===== config.mk =====
export PLATFORM = sky130hd
export DESIGN_NAME = element_delay_sequencer
export DESIGN_NICKNAME = d
export VERILOG_FILES = /design/src/rtl/element_delay_sequencer.sv
export SDC_FILE = /design/constraint.sdc
export NUM_CORES = 1
export LEC_CHECK = 0
export CORE_MARGIN = 2
export CORE_UTILIZATION = 50
export DETAILED_ROUTE_END_ITERATION = 10
export GPL_TIMING_DRIVEN = 1
export PLACE_DENSITY = 0.82
export RECOVER_POWER = 50
export SYNTH_ARGS = -nofsm -noshare
export SYNTH_HDL_FRONTEND = slang
export SYNTH_SLANG_ARGS = --single-unit

===== constraint.sdc =====
create_clock -name clk -period 3.6 [get_ports clk]
set_input_delay 0.54 -clock clk [delete_from_list [all_inputs] [get_ports clk]]
set_output_delay 0.54 -clock clk [all_outputs]
set_load 0.05 [all_outputs]

===== src/rtl/element_delay_sequencer.sv =====
// element_delay_sequencer: runs per-element increment calculations and streams saturated +n/-n delay pairs
module element_delay_sequencer #(
  parameter int DW_INTEGER = 18,
  parameter int DW_FRACTION = 6,
  parameter int ANGLE_DW = 8,
  parameter int DW_INPUT = 8,
  parameter int NUM_ELEMENTS = 32,
  localparam int TW = DW_INTEGER + DW_FRACTION + 1,
  localparam int IDX_W = (NUM_ELEMENTS > 1) ? $clog2(NUM_ELEMENTS) : 1
) (
  input  logic                clk,
  input  logic                rst,
  input  logic                start,
  input  logic                abort,
  input  logic [DW_INPUT-1:0] r_0,
  input  logic [ANGLE_DW-1:0] angle,
  output logic [DW_INPUT-1:0] calc_r_0,
  output logic [ANGLE_DW-1:0] calc_angle,
  output logic                calc_initiate,
  output logic                calc_ack,
  input  logic                calc_ready,
  input  logic [TW-1:0]       calc_term_pos,
  input  logic [TW-1:0]       calc_term_neg,
  output logic                out_valid,
  input  logic                out_ready,
  output logic [IDX_W-1:0]    out_index,
  output logic [TW-1:0]       out_delay_pos,
  output logic [TW-1:0]       out_delay_neg,
  output logic                busy,
  output logic                done,
  output logic                overflow
);
  typedef enum logic [2:0] {IDLE, ISSUE, WAIT, ACK, OUTPUT, DRAIN} state_t;
  localparam logic [TW-1:0] sat_max = {1'b0, {(TW-1){1'b1}}};
  localparam logic [TW-1:0] sat_min = {1'b1, {(TW-1){1'b0}}};
  state_t state;
  logic [TW:0] sum_pos, sum_neg;
  logic ovf_pos, ovf_neg, last;
  logic [TW-1:0] sat_pos, sat_neg;
  assign sum_pos = {out_delay_pos[TW-1], out_delay_pos} + {calc_term_pos[TW-1], calc_term_pos};
  assign sum_neg = {out_delay_neg[TW-1], out_delay_neg} + {calc_term_neg[TW-1], calc_term_neg};
  assign ovf_pos = sum_pos[TW] ^ sum_pos[TW-1];
  assign ovf_neg = sum_neg[TW] ^ sum_neg[TW-1];
  assign sat_pos = ovf_pos ? (sum_pos[TW] ? sat_min : sat_max) : sum_pos[TW-1:0];
  assign sat_neg = ovf_neg ? (sum_neg[TW] ? sat_min : sat_max) : sum_neg[TW-1:0];
  assign last = out_index == IDX_W'(NUM_ELEMENTS - 1);
  assign busy = state != IDLE;
  always_ff @(posedge clk) begin
    if (!rst) begin
      state <= IDLE;
      calc_r_0 <= '0;
      calc_angle <= '0;
      calc_initiate <= 1'b0;
      calc_ack <= 1'b0;
      out_valid <= 1'b0;
      out_index <= '0;
      out_delay_pos <= '0;
      out_delay_neg <= '0;
      done <= 1'b0;
      overflow <= 1'b0;
    end else begin
      calc_initiate <= 1'b0;
      calc_ack <= 1'b0;
      done <= 1'b0;
      case (state)
        IDLE: if (start && !abort) begin
          calc_r_0 <= r_0;
          calc_angle <= angle;
          out_delay_pos <= TW'({r_0, {DW_FRACTION{1'b0}}});
          out_delay_neg <= TW'({r_0, {DW_FRACTION{1'b0}}});
          out_index <= '0;
          overflow <= 1'b0;
          calc_initiate <= 1'b1;
          state <= ISSUE;
        end
        ISSUE: state <= abort ? DRAIN : WAIT;
        WAIT: if (abort) state <= DRAIN;
        else if (calc_ready) begin
          calc_ack <= 1'b1;
          state <= ACK;
        end
        ACK: if (abort) state <= IDLE;
        else begin
          out_delay_pos <= sat_pos;
          out_delay_neg <= sat_neg;
          overflow <= overflow | ovf_pos | ovf_neg;
          out_valid <= 1'b1;
          state <= OUTPUT;
        end
        OUTPUT: if (abort) begin
          out_valid <= 1'b0;
          state <= IDLE;
        end else if (out_ready) begin
          out_valid <= 1'b0;
          done <= last;
          calc_initiate <= !last;
          out_index <= last ? out_index : out_index + IDX_W'(1);
          state <= last ? IDLE : ISSUE;
        end
        DRAIN: if (calc_ready) begin
          calc_ack <= 1'b1;
          state <= IDLE;
        end
        default: state <= IDLE;
      endcase
    end
  end
endmodule

## Yosys cells after proc, flatten, opt, wreduce, memory -nomap -nowiden

Index checks and enable logic that the tools add are counted.

| word-level totals | value |
|---|---|
| bits in registers | 79 |
| bits of input ports | 72 |
| output and inout port bits | 77 |
| logic and storage cells | 87 |

| cells by class | value |
|---|---|
| add/sub/neg operators | 3 |
| eq/ne operators | 14 |
| mux-type cells | 38 |
| bitwise operators | 7 |
| reduce and logical (&&, ||, !) cells | 14 |

Operators by type and width:

| operator | count |
|---|---|
| two-way mux 25 bit | 7 |
| case mux 25 bit (2 select lines) | 2 |
| adder 25 x 25 -> 26 bit | 2 |
| two-way mux 3 bit | 8 |
| two-way mux 5 bit | 4 |
| case mux 3 bit (6 select lines) | 1 |
| != test 2 bit (second input constant) | 6 |
| two-way mux 1 bit | 11 |
| case mux 5 bit (2 select lines) | 1 |
| case mux 1 bit (2 select lines) | 4 |
| equality test 3 x 2 -> 1 bit (second input constant) | 2 |
| equality test 3 bit (second input constant) | 2 |
| != test 3 bit (second input constant) | 2 |
| AND reduction 3 bit | 2 |
| nonzero test 2 bit | 3 |
| adder 5 x 1 -> 5 bit (second input constant) | 1 |
| equality test 5 bit (second input constant) | 1 |
| AND reduction 5 bit | 1 |
| AND reduction 4 bit | 1 |
| OR reduction 4 bit | 1 |
| equality test 3 x 1 -> 1 bit (second input constant) | 1 |
| logical NOT 3 bit | 1 |
| NOT 1 bit | 3 |
| nonzero test 3 bit | 1 |
| other kinds (5) | 8 |

## Logic depth before layout (Yosys ltp)

Gate-level depths: netlist of run 1.

| logic depth | value |
|---|---|
| depth after elaboration | 6 |
| depth in mapped cells | 14 |
| mapped depth without buffers | 12 |

## Least setup slack after synthesis of run 1

Ideal clock, no wire load.

| timing path | value |
|---|---|
| path type | register -> register |
| start point | register out_delay_pos[0] |
| end point | register out_delay_pos[8] |
| arrival time | 3.251 ns |
| data required time | 3.523 ns |
| path slack | 0.272 ns |
| stages on the path, launching flop included | 13 |
| clock period less this slack | 3.328 ns |
| cells stage by stage | dfxtp_1 -> ha_1 -> inv_1 -> fa_1 -> nand2b_1 -> a21o_1 -> a211o_1 -> a211o_1 -> and2_1 -> buf_6 -> and3b_4 -> or4_4 -> a41oi_2 |

| on the way | value |
|---|---|
| cells in the longest elaborated chain, start to end | 5 |
| elaborated cells on any way between the ends | 6 |

RTL lines:

| element | RTL line | source |
|---|---|---|
| start: declaration | 27 | `output logic [TW-1:0] out_delay_pos,` |
| start signal: assignment | 69 | `out_delay_pos <= TW'({r_0, {DW_FRACTION{1'b0}}});` |
| start signal: assignment | 84 | `out_delay_pos <= sat_pos;` |
| adder 25 x 25 -> 26 bit * | 40 | `assign sum_pos = {out_delay_pos[TW-1], out_delay_pos} + {calc_term_pos[TW-1], calc_term_pos};` |
| two-way mux 25 bit or XOR 1 bit (tied branches) | 44, 42 |  |
| two-way mux 25 bit * | 44 | `assign sat_pos = ovf_pos ? (sum_pos[TW] ? sat_min : sat_max) : sum_pos[TW-1:0];` |
| two-way mux 25 bit * | 82 | `ACK: if (abort) state <= IDLE;` |
| case mux 25 bit (2 select lines) * | 65 | `case (state)` |

Every way passes the cells marked *; elsewhere a longest branch is shown, timed or not. The select of a mux whose other input is x is not followed.
A chain may end at the register's enable or synchronous reset.

## Final worst setup path of run 1

| timing path | value |
|---|---|
| start point | input port calc_term_pos[0] |
| end point | register out_delay_pos[11] |

| on the way | value |
|---|---|
| cells in the longest elaborated chain, start to end | 5 |
| elaborated cells on any way between the ends | 6 |

RTL lines:

| element | RTL line | source |
|---|---|---|
| start: declaration | 22 | `input logic [TW-1:0] calc_term_pos,` |
| adder 25 x 25 -> 26 bit * | 40 |  |
| two-way mux 25 bit or XOR 1 bit (tied branches) | 44, 42 |  |
| two-way mux 25 bit * | 44 |  |
| two-way mux 25 bit * | 82 |  |
| case mux 25 bit (2 select lines) * | 65 |  |

Marks and branches as above.

==> results of run 1 <==
-- per-layer routing --
layer  share of wire  wire length, um
met1            0.43             7180
met2            0.49             8270
met3           0.063             1070
met4           0.022              369
met5               0                0
-- layout by cell type, fill, tap and decap left out, drive strengths merged, types with 15 or more instances in the layout --
| cell | count |
|---|---|
| inv | 25 |
| o21ai | 66 |
| a21oi | 70 |
| buf | 41 |
| xor2 | 15 |
| dlygate4sd3 | 72 |
| nand2 | 135 |
| xnor2 | 29 |
| clkdlybuf4s50 | 76 |
| nor2 | 62 |
| dfxtp | 79 |
| a21o | 18 |
| ha | 52 |
| nand3 | 18 |
-- worst max-delay path: cells and delay by family --
kind                       cells  cell delay, ns
buffers and inverters          2            0.51
and+or+nand+nor                5            1.01
adders and majority gates      2            0.56
AOI/OAI and AO/OA              4            0.97
-- registers in the layout, indices dropped and copies added, names as in the netlist, 3 cells and up --
register / count
out_delay_neg: 25
calc_angle: 8
out_index: 5
state: 3
out_delay_pos: 25
calc_r_0: 8
-- synth_stat cells (all sizes together), types with 10 or more instances --
master,number
o21ai,66
buf,10
xnor2,29
nand3,18
a21oi,70
ha,52
nor2,62
nor3,13
nand2,135
xor2,15
nor2b,10
clkbuf,26
inv,22
dfxtp,79
a21o,18
-- cell type report --
type	instances	area [sq um]	area share
Sequential cell	79	1580	0.199
Timing Repair Buffer	189	1830	0.230
Inverter	22	82.6	0.0104
Clock buffer	10	239	0.0301
Clock inverter	6	75.1	0.00946
Multi-Input combinational cell	628	3950	0.498
Tap cell	143	179	0.0225
-- report_power, final --
group / switching (uW) / internal [uW]
combinational: 665 / 428
clock: 408 / 568
sequential: 69.1 / 939
total: 1140 / 1940
-- metrics by stage --
stage / TNS, ns / total power (uW) / cell area, sq um / hold slack (ns) / setup WS (ns)
after CTS: 0 / 3100 / 7940 / 0.455 / 0.286
after global routing: 0 / 3230 / 7940 / 0.476 / 0.0915
after global placement: 0 / 2120 / 7630 / 0.441 / 0.0271
after floorplan: 0 / 1740 / 5770 / 0.559 / 0.272
after detailed placement: -0.397 / 2130 / 7630 / 0.447 / -0.0863
final: 0 / 3080 / 7940 / 0.450 / 0.275
-- logic make-up after synthesis --
logic type / synth area share
compound gates: 0.259
xor+xnor: 0.0668
buf+inv: 0.0418
mux: 0.00347
simple gates: 0.233
flops: 0.274
fa+ha+maj: 0.121
-- worst paths after layout --
check / depth (start not counted) / start / endpoint / slack [ns]
setup reg to reg: 12 / out_delay_pos[0] / out_delay_pos[11] / 0.58
hold / removal: 2 / calc_r_0[2] / calc_r_0[2] / 0.45
hold reg to reg: 2 / calc_r_0[2] / calc_r_0[2] / 0.45
setup / recovery: 13 / calc_term_pos[0] / out_delay_pos[11] / 0.27
==> flow_summary.ini, run 1 <==
[grt]
grt_use_met2 = 0.469
use_met3 = 0.0501
grt_usage = 0.269
grt_pass1_vias = 5920
met1_usage = 0.336
grt_overflow = 0
top_usage_layer = met2
grt_pass1_wl_mm = 27.8
antenna_found_initial = 0
grt_max_degree = 41

[critical_path]
cp_max_fo = 7
crit_required_ns = 3.86
crit_arrival_ns = 3.59
endpoint_kind = register
crit_type = in2reg
start_kind = input pin
path_cells = clkdlybuf4s50_1, ha_1, inv_1, fa_1, nand2b_1, a21o_1, a211o_1, a211o_1, and2_1, and3b_4, nor3_4, nand2_1, a41oi_1
slowest_delay_ns = 0.46
worst_path_most_repeated_cell = a211o_1
crit_slowest_cell = clkdlybuf4s50_1

[layout]
drive_gt1_frac = 0.0792
n_fill_cell = 961
instances_no_fill = 1077
syn_to_final_growth_pct = 37.5
nets = 1055
fin_util = 0.701
n_antenna_cell = 0

[placed_design]
portBuffers = 148
routabilityCongestion = 0.959
place_inst = 1061
dp.final_hpwl_mm = 13.0

[pwr]
cellLeakagePower_uw = 0.00356
p_per_area_nw_per_um2 = 388
ir_drop_mv = 0.384

[synthesis]
ys_warn_count = 0
synth-edff-count = 0
yosys.area.top_type = dfxtp_1
synth_cell_types = 71
syn_inst = 765
syn_avg_cell_area_sq_um = 7.54
ys_seq_area_frac = 0.274
synthTopCellsByArea = dfxtp_1, ha_1, nand2_1, a21oi_1, o21ai_0
async_flop_share = 0
syn_nets = 891
synth_top_area_frac = 0.274
synth.cell_area_sq_um = 5770
ys_ff_latch = 79
synth_ff_type = dfxtp_1

[drt]
firstDrtPassIters = 5
detail_route.iter0.violations = 395
viasPerCell = 5.74
routedWlPerCell_um = 15.7
routed_wl_mm = 16.9
num_vias = 6184
drc_errors = 0
detail-route-antenna-nets = 0

[sta]
setup_viol = 0
rsz0062_at_grt = false
hold_viol_final = 0
max_freq_mhz = 301
fin_crit_sh = 0.924
fin_worst_skew_ns = 0.00619
worstMarginPinSlew_ns = 0.666
slew_headroom = 0.553
min_period_ns = 3.33
finalMaxSlewViolations = 0

[outcome]
status = finished clean

[clocking]
clk_pin_slew_ns = 0.06
clk_root_buffer_cell = clkbuf_16
cts_buffers = 9
htree_levels = 3
cts_resized = 0
clock_sinks = 79
clk_latency_ns = 0.35
postCtsHoldBufs = 0
clk_path_buf_depth = 2
post-cts-setup-buffers = 0
cts_tree = done

[job]
maxCapViolCount = 0

[floorplan]
num_io_pins = 149
core_sq_um = 11300
die_area_sq_um = 12400
die_w_um = 111
fp.dieH_um = 111
rows = 39
initial_core_util = 0.510

[min_path]
hp-class = reg2reg
No activity file was read; power rests on OpenSTA's default activity.
==> run 2, diff against run 1 <==
PLACE_DENSITY = not set   (was 0.82)
PLACE_DENSITY_LB_ADDON = 0.25   (was not set)
==> flow_summary.ini, run 2 (synthesis gave the netlist of run 1 again) <==
[pwr]
p_per_area_nw_per_um2 = 390
cellLeakagePower_uw = 0.00345
ir_drop_mv = 0.466
p_total_uw = 3050

[floorplan]
fp.dieH_um = 111
die_w_um = 111
initial_core_util = 0.510
core_sq_um = 11300
num_io_pins = 149
die_area_sq_um = 12400
rows = 39

[clocking]
clock_sinks = 79
clk_root_buffer_cell = clkbuf_16
cts_buffers = 9
post-cts-setup-buffers = 0
clk_pin_slew_ns = 0.07
htree_levels = 3
cts_tree = done
postCtsHoldBufs = 0
clk_latency_ns = 0.36
cts_resized = 0
clk_path_buf_depth = 2

[layout]
n_fill_cell = 981
mostFrequentLayoutCells = nand2_1, clkdlybuf4s50_1, dfxtp_1
finalInstanceArea_sq_um = 7830
nets = 1046
n_antenna_cell = 0
fin_util = 0.692
syn_to_final_growth_pct = 35.8
reg.largest.list = out_delay_neg: 25 flops, out_delay_pos: 25 flops
drive_gt1_frac = 0.0681
final_common_cell = nand2_1

[placed_design]
routabilityCongestion = 0.908
detailed_place.area_sq_um = 7550
portBuffers = 148
dp.final_hpwl_mm = 13.0

[critical_path]
path_cells = clkdlybuf4s50_1, ha_1, inv_1, fa_1, nor2b_1, o31ai_2, a211oi_2, o21ai_1, o21ai_1, xnor2_1, nor2_2, buf_4, nor2_1, o2bb2ai_1
worstReg2RegStart = out_delay_pos[3]
crit_required_ns = 3.88
crit_slowest_cell = clkdlybuf4s50_1
worst_path_most_repeated_cell = o21ai_1
endpoint_kind = register
reg2reg_depth = 10
critPathCapture = out_delay_neg[16]
ff2ff_setup_slack_ns = 0.51
cp_max_fo = 10
r2r-end = out_delay_pos[18]
slowest_delay_ns = 0.46
crit_path_start = calc_term_neg[0]
start_kind = input pin
crit_type = in2reg
crit_arrival_ns = 3.64

[sta]
worstMarginPinSlew_ns = 1.19
setup_viol = 0
hold_viol_final = 0
fin_crit_sh = 0.934
rsz0062_at_grt = false
max_freq_mhz = 297
min_period_ns = 3.36
fin_worst_skew_ns = 0.00907
finalMaxSlewViolations = 0
slew_headroom = 0.204

[drt]
detail-route-antenna-nets = 0
num_vias = 6209
detail_route.iter0.violations = 376
routedWlPerCell_um = 16.3
routed_wl_mm = 17.4
viasPerCell = 5.81
drc_errors = 0
firstDrtPassIters = 5

[grt]
grt_usage = 0.274
grt_pass1_vias = 5925
grt_max_degree = 41
antenna_found_initial = 0
grt_overflow = 0
grt_pass1_wl_mm = 28.3

[outcome]
status = finished clean

[min_path]
hp-class = reg2reg

[job]
maxCapViolCount = 0
==> run 2: worst min path at each step <==
stage,end,from,depth (start not counted),slack [ns]
final,calc_r_0[6],calc_r_0[6],2,0.45
after floorplan,calc_initiate,state[1],2,0.56
after CTS,calc_angle[6],calc_angle[6],2,0.46
after global placement,calc_r_0[0],calc_r_0[0],2,0.44
after global routing,calc_angle[6],calc_angle[6],2,0.47
after detailed placement,calc_angle[6],calc_angle[6],2,0.45
==> run 2: metal layers <==
layer	wire, um	track usage	vias to the layer above
met5	0	0	-
met4	431	0.104	0
met3	1260	0.0664	39
met2	7890	0.442	223
met1	7780	0.358	2898
li1	-	-	3049
==> run 2: cell type report <==
type / instances / area (sq um) / share of cell area
flip-flops and latches: 79 / 1580 / 0.202
clock inverters: 7 / 73.8 / 0.00942
inverters: 22 / 82.6 / 0.0105
well taps: 143 / 179 / 0.0228
clock buffers: 9 / 225 / 0.0287
multi-input cells: 628 / 3950 / 0.505
repair buffers: 180 / 1740 / 0.222
==> run 2: power breakdown <==
group | internal (uW) | leakage [uW] | total, uW | switching (uW)
combinational | 424 | 0.00266 | 1090 | 668
sequential | 939 | 0.000640 | 1010 | 73.8
clock | 497 | 0.000150 | 949 | 452
==> run 2: through the flow <==
step / std cells / worst slack [ns] / hold slack (ns) / setup TNS, ns
2_1_floorplan: 765 / 0.272 / 0.559 / 0
3_3_place_gp: 1052 / -0.00654 / 0.442 / -0.00654
3_5_place_dp: 1052 / -0.0824 / 0.449 / -1.16
4_1_cts: 1068 / 0.258 / 0.457 / 0
5_1_grt: 1068 / 0.0347 / 0.470 / 0
6_report: 1068 / 0.237 / 0.451 / 0
==> run 2: worst max-delay path, delay by kind of cell <==
family / cells / cell delay (ns)
AO/OA/AOI/OAI: 5 / 0.93
XOR/XNOR: 1 / 0.19
adder cells (fa/ha/maj): 2 / 0.60
buffers and inverters: 3 / 0.78
AND/OR/NAND/NOR: 3 / 0.60
==> run 3, diff against run 2 <==
CAP_MARGIN = 10   (was not set)
==> results of run 3 <==
Final layout, timing and power as in run 2 (identical DEF).
